--- src/rtl/alu_pkg.sv ---
// Shared opcode and FSM state types for the bit-serial ALU (serial_alu_ctrl).
package alu_pkg;

   typedef enum logic [1:0] {
      OP_AND = 2'b00,
      OP_OR  = 2'b01,
      OP_XOR = 2'b10,
      OP_ADD = 2'b11
   } op_t;

   typedef enum logic [1:0] {
      IDLE,
      RUN,
      DONE
   } state_t;

endpackage

--- src/rtl/alu_bit_slice.sv ---
// Combinational 1-bit function slice. SERIAL_ALU_ADD_EN enables the ADD path
// (with carry in/out); otherwise opcode 11 is XNOR and the carry ports are absent.
module alu_bit_slice
   import alu_pkg::*;
(
   input  logic       a,
   input  logic       b,
`ifdef SERIAL_ALU_ADD_EN
   input  logic       cin,
`endif
   input  logic [1:0] op,
   output logic       out
`ifdef SERIAL_ALU_ADD_EN
   ,
   output logic       cout
`endif
);

   always_comb begin
      out = 1'b0;
`ifdef SERIAL_ALU_ADD_EN
      cout = 1'b0;
`endif
      case (op_t'(op))
         OP_AND: out = a & b;
         OP_OR:  out = a | b;
         OP_XOR: out = a ^ b;
         OP_ADD: begin
`ifdef SERIAL_ALU_ADD_EN
            out  = a ^ b ^ cin;
            cout = (a & b) | (a & cin) | (b & cin);
`else
            out  = ~(a ^ b);
`endif
         end
         default: out = 1'b0;
      endcase
   end

endmodule

--- src/rtl/serial_alu_ctrl.sv ---
// Bit-serial ALU sequencer: one alu_bit_slice, LSB-first, WIDTH cycles per op.
// SERIAL_ALU_ADD_EN compiles in the carry register and makes opcode 11 an ADD.
module serial_alu_ctrl
   import alu_pkg::*;
#(
   parameter int unsigned WIDTH = 8
)
(
   input  logic             clk,
   input  logic             rst,
   input  logic             start,
   input  logic [1:0]       op,
   input  logic [WIDTH-1:0] a,
   input  logic [WIDTH-1:0] b,
   output logic             busy,
   output logic             done,
   output logic [WIDTH-1:0] result,
   output logic             carry_out,
   output logic             zero
);

   localparam int unsigned CW = $clog2(WIDTH);

   state_t           state;
   op_t              op_r;
   logic [WIDTH-1:0] a_sh;
   logic [WIDTH-1:0] b_sh;
   logic [WIDTH-1:0] work;
   logic [WIDTH-1:0] work_next;
   logic [CW-1:0]    cnt;
   logic             slice_out;
   logic             last;
`ifdef SERIAL_ALU_ADD_EN
   logic             carry;
   logic             slice_cout;
   logic             carry_next;
`endif

   alu_bit_slice u_slice (
      .a    (a_sh[0]),
      .b    (b_sh[0]),
`ifdef SERIAL_ALU_ADD_EN
      .cin  (carry),
`endif
      .op   (op_r),
      .out  (slice_out)
`ifdef SERIAL_ALU_ADD_EN
      ,
      .cout (slice_cout)
`endif
   );

   // Slice bit enters at the MSB so after WIDTH shifts bit 0 sits at bit 0.
   assign work_next = {slice_out, work[WIDTH-1:1]};
   assign last      = (state == RUN) && (cnt == CW'(WIDTH - 1));
`ifdef SERIAL_ALU_ADD_EN
   assign carry_next = (op_r == OP_ADD) ? slice_cout : 1'b0;
`else
   assign carry_out  = 1'b0;
`endif

   always_ff @(posedge clk) begin
      if (rst) begin
         state  <= IDLE;
         op_r   <= OP_AND;
         a_sh   <= '0;
         b_sh   <= '0;
         work   <= '0;
         cnt    <= '0;
         busy   <= 1'b0;
         done   <= 1'b0;
         result <= '0;
         zero   <= 1'b0;
`ifdef SERIAL_ALU_ADD_EN
         carry     <= 1'b0;
         carry_out <= 1'b0;
`endif
      end else begin
         done <= 1'b0;
         case (state)
            IDLE, DONE: begin
               if (start) begin
                  state <= RUN;
                  op_r  <= op_t'(op);
                  a_sh  <= a;
                  b_sh  <= b;
                  work  <= '0;
                  cnt   <= '0;
                  busy  <= 1'b1;
`ifdef SERIAL_ALU_ADD_EN
                  carry <= 1'b0;
`endif
               end else begin
                  state <= IDLE;
               end
            end
            RUN: begin
               a_sh <= a_sh >> 1;
               b_sh <= b_sh >> 1;
               work <= work_next;
`ifdef SERIAL_ALU_ADD_EN
               carry <= carry_next;
`endif
               if (last) begin
                  state  <= DONE;
                  busy   <= 1'b0;
                  done   <= 1'b1;
                  result <= work_next;
                  zero   <= (work_next == '0);
`ifdef SERIAL_ALU_ADD_EN
                  carry_out <= carry_next;
`endif
               end else begin
                  cnt <= cnt + 1'b1;
               end
            end
            default: state <= IDLE;
         endcase
      end
   end

endmodule

--- config.mk ---
export PLATFORM = sky130hd
export DESIGN_NAME = serial_alu_ctrl
export DESIGN_NICKNAME = d
export VERILOG_FILES = /design/src/rtl/alu_pkg.sv /design/src/rtl/alu_bit_slice.sv /design/src/rtl/serial_alu_ctrl.sv
export SDC_FILE = /design/constraint.sdc
export NUM_CORES = 1
export LEC_CHECK = 0
export ABC_AREA = 1
export CAP_MARGIN = 10
export CORE_MARGIN = 2
export CORE_UTILIZATION = 30
export CTS_CLUSTER_SIZE = 24
export DETAILED_ROUTE_END_ITERATION = 10
export SKIP_CTS_REPAIR_TIMING = 1
export SLEW_MARGIN = 25
export SYNTH_ARGS = -nofsm -noshare
export SYNTH_HDL_FRONTEND = slang
export SYNTH_HIERARCHICAL = 1
export SYNTH_SLANG_ARGS = --single-unit
--- constraint.sdc ---
create_clock -name clk -period 2.92 [get_ports clk]
set_input_delay 0.73 -clock clk [delete_from_list [all_inputs] [get_ports clk]]
set_output_delay 0.73 -clock clk [all_outputs]
set_load 0.1 [all_outputs]
* Word-level counts from Yosys, hierarchy flattened
Index checks and enable logic that the tools add are counted. Widths: inputs -> output; s select.
Word-level totals: register bits after elaboration 42, input bits 21, output and inout port bits 12
Cells by class: add/sub/neg operators 1, equality and inequality tests 9, mux-type cells 17, bitwise gates (word level) 5, reduce and logical (&&, ||, !) cells 12
Operators by type and width (count):
- $pmux 8 s2 | 3
- $mux 8 | 3
- $logic_not 8->1 | 1
- $eq 2x2->1 const B | 3
- $mux 3 | 2
- $ne 2x2->1 const B | 3
- $pmux 3 s2 | 1
- $reduce_and 2->1 | 3
- $reduce_and 3->1 | 2
- $eq 2x1->1 const B | 2
- $logic_not 2->1 | 2
- $mux 1 | 4
- $pmux 1 s4 | 1
- $pmux 2 s2 | 1
- $reduce_or 2->1 | 2
- $add 3x1->3 const B | 1
- $eq 3x3->1 const B | 1
- $mux 2 | 1
- $not 1->1 | 2
- $pmux 1 s2 | 1
- $reduce_bool 2->1 | 1
- $and 1x1->1 | 1
- $logic_and 1x1->1 | 1
- $or 1x1->1 | 1
- $xor 1x1->1 | 1

* Logic depth before layout (Yosys ltp)
depth in word-level cells 4, mapped depth 12, depth with buffers taken out 12

* Hierarchy
Netlist, hierarchy kept.
Modules (own cells, without submodules):
- serial_alu_ctrl | instances 1, cells an instance 240, area each 1737.9 µm²
- alu_bit_slice | instances 1, cells an instance 16, area each 78.8 µm²

* Least setup slack after synthesis
OpenSTA, ideal clock, no wires.
path kind reg2out, from register result[1], to output result[1], arrival time 925 ps, setup slack 1265 ps, cell stages (with the launch flop) 1, cells stage by stage dfxtp_1
RTL lines:
- start, declared | line serial_alu_ctrl.sv:17 | output logic [WIDTH-1:0] result,
- start signal, assigned | line serial_alu_ctrl.sv:108 | result <= work_next;
No word-level cell between the ends.

* Worst setup path after layout
from input start, to register op_r[1]
Between the ends: word-level cells in the longest chain between the ends 1
Ends and longest elaborated chain:
- start, declared | line serial_alu_ctrl.sv:11 | input logic start,
- $reduce_and 2->1 (no source line)
- end signal, assigned | line serial_alu_ctrl.sv:84 | op_r <= op_t'(op);
- end, declared | line serial_alu_ctrl.sv:25 | op_t op_r;
No other way between the ends. A chain may end at the register's enable or synchronous reset.

==> impl_metrics.csv <==
group,metric,value,unit
cells_and_area,layout-drive-gt1-share,0.106,
critical_path,endpoint_kind,"register",
synth,synth.area.top_cells,"dfxtp_1 (45%), nand3_1 (13%), nand2_1 (11%)",
outcome,run_status,"finished, final reports clean",
sta,hold_ws,0.475,ns
grt,antenna_found_initial,0,
synth,synth_top_area_frac,0.452,
synth,syn_inst,256,
floorplanning,fp.dieW,81.8,µm
pwr,power,1260,µW
min_path,min_to,"result[4]$_SDFFE_PP0P_",
pwr,switching_share,0.272,
cells_and_area,fin_area,2240,µm²
sta,tightest_slew,0.815,ns
min_path,hold_start,"result[4]$_SDFFE_PP0P_",
cells_and_area,syn_to_final_growth,23.4,%
synth,synth_top_area_cell,"dfxtp_1",
placed_design,dpl.hpwl,2510,µm
pwr,intPower,919,µW
drt,drt-initial-drc-count,95,
sta,max_freq,509,MHz
sta,min_period_over_period,0.673,
synth,synth.cell_area,1820,µm²
placed_design,port_buffers,31,
grt,grtUsageTotal,0.131,
placed_design,dpl-instance-area,2130,µm²
drt,routed-via-count,1655,
critical_path,worst_ep_required_time,3.11,ns
pwr,pwr_density_cell,563,nW/µm²
synth,ys_types,18,
floorplanning,die_area,6690,µm²
min_path,min_path_type,"reg -> reg",
synth,synth_edf_count,0,
floorplanning,io_pins,33,
floorplanning,initial_core_util,0.309,
synth,synthTopCellsByCount,"nand2_1 (54), nand3_1 (46), dfxtp_1 (41)",
grt,grt_overflow_total,0,
clocking,cts_tree,"yes",
synth,ys_seq_area_frac,0.452,
drt,dr.pass1.iters,4,
critical_path,reg2reg_slack,1.32,ns
cells_and_area,nets,307,
critical_path,crit_chain,"clkdlybuf4s50_1 -> nand2_2 -> inv_1 -> nor2_1 -> nor2_1",
pwr,switching_power,343,µW
critical_path,cp_slowest_stage_delay,0.61,ns
synth,synth_most_common_cell,"nand2_1",
synth,synth-seq-cells,41,
clocking,clock_sinks,41,
grt,grt_first_pass_wirelength,6750,µm
sta,final_hold_viol_count,0,
grt,grt_pass1_vias,1555,
critical_path,slowest_stage,"nand2_2",
critical_path,ff2ff_path_depth,5,
synth,ys.flop_type,"dfxtp_1",
flow_run,drv_cap,0,
sta,relSlewSlack,0.455,
min_path,hold_depth,2,
cells_and_area,num_antenna_cells,0,
floorplanning,rows,28,
drt,finalWirelength,3910,µm
critical_path,r2r_end,"busy$_SDFFE_PP0P_",
drt,wl_per_cell,10.9,µm
clocking,insertion_delay,0.30,ns
clocking,htree_num_levels,2,
sta,setup_viol,0,
clocking,cts.clk_slew.worst_paths,0.09,ns
grt,grt_max_degree,46,
placed_design,gp_congestion,0.692,
critical_path,arrival,2.15,ns
sta,fin_setup_tns,0,ns
pwr,leakagePower,0.000996,µW
critical_path,path_max_fanout,45,
pwr,power.share.clock,0.371,
critical_path,startpoint_type,"input port",
synth,syn-num-nets,281,
sta,rsz0062_at_grt,"no",
clocking,cts_root_buf,"clkbuf_8",
sta,drv_slew,0,
synth,syn-mean-instance-area,7.10,µm²
drt,drc,0,
pwr,power_frac_seq,0.477,
floorplanning,die_h,81.8,µm
floorplanning,core_area,5890,µm²
critical_path,r2r-start,"state[0]$_SDFFE_PP0P_",
clocking,cts_buffers,5,
drt,viasPerCell,4.62,
sta,finalClockSkew,0.00811,ns
sta,post-route-min-period,1.97,ns
clocking,clk_path_buf_depth,2,
critical_path,cp_common_cell,"nor2_1",
synth,yosys_warnings,6,
pwr,vdd_drop_max,249,µV
synth,asyncSetResetFlopFracSynth,0,
pwr,combPwrFrac,0.152,
critical_path,critical_path_class,"in -> reg",
drt,antenna_left,0,
==> cell type report <==
type / count / area, µm²
clock buffer: 5 / 68.8
multi-input combinational: 171 / 802
timing repair buffer: 33 / 298
sequential: 41 / 821
tap: 75 / 93.8
clock inverter: 3 / 46.3
inverter: 30 / 113
fill: 643 / 3640
==> metal layers <==
metal / part of all wire / up-vias / track usage
li1: - / 860 / -
met1: 0.48 / 754 / 0.158
met2: 0.46 / 34 / 0.223
met3: 0.045 / 7 / 0.0330
met4: 0.017 / 0 / 0.0500
met5: 0 / - / 0
==> cells in the final DEF (no fill, tap or decap) <==
cell type        netlist  layout
nand2_1               54      54
nand3_1               46      46
dfxtp_1               41      41
nor2_1                30      30
inv_1                 24      24
clkdlybuf4s50_1        0      20
a21oi_1               14      14
nor3_1                14      14
buf_4                  3      13
inv_2                  6       6
clkbuf_8               0       5
ha_1                   4       4
o21ai_0                3       3
nand2_2                2       2
nand3b_1               2       2
nor2_8                 1       1
conb_1                 1       1
clkinvlp_4             0       1
clkinv_4               0       1
bufinv_16              0       1
==> stage by stage <==
stage | utilization | worst slack [ns] | cells
finish | 0.381 | 0.954 | 358
global route | 0.381 | 0.800 | 358
CTS | 0.381 | 0.954 | 358
detailed placement | 0.361 | 0.621 | 350
global placement | 0.361 | 0.658 | 350
floorplan | - | 1.27 | 256
==> worst max-delay path: cells and delay by family <==
kind	cells	cell delay, ns
buffers and inverters	2	0.62
and+or+nand+nor	3	0.80
==> power groups by stage <==
stage / clock network (µW) / registers [µW] / logic [µW]
final: 469 / 602 / 192
after global placement: 0 / 614 / 191
after detailed placement: 0 / 615 / 194
after floorplan: 0 / 621 / 137
after global routing: 499 / 606 / 221
after CTS: 480 / 602 / 195
==> registers in the layout (all words and copies together) (netlist names) <==
signal,flops
a_sh,8
b_sh,8
busy,1
cnt,3
done,1
op_r,2
result,8
state,2
work,7
zero,1
==> kinds of logic after synthesis <==
group | after synthesis | synth area share
buffers and inverters | 44 | 0.107
flip-flops | 41 | 0.452
AO/OA/AOI/OAI | 17 | 0.0468
other | 1 | 0.00206
AND/OR/NAND/NOR | 149 | 0.365
adder cells (fa/ha/maj) | 4 | 0.0275
==> worst max-delay path by stage <==
| stage | start | end | slack [ns] |
|---|---|---|---|
| 4_1_cts | start | op_r[1]$_SDFFE_PP0P_ | 0.95 |
| 2_1_floorplan | result[1]$_SDFFE_PP0P_ | result[1] | 1.27 |
| 5_1_grt | start | op_r[0]$_SDFFE_PP0P_ | 0.80 |
| 6_report | start | op_r[1]$_SDFFE_PP0P_ | 0.95 |
| 3_5_place_dp | start | op_r[0]$_SDFFE_PP0P_ | 0.62 |
| 3_3_place_gp | start | op_r[0]$_SDFFE_PP0P_ | 0.66 |
Power figures use the tool's default switching activity.
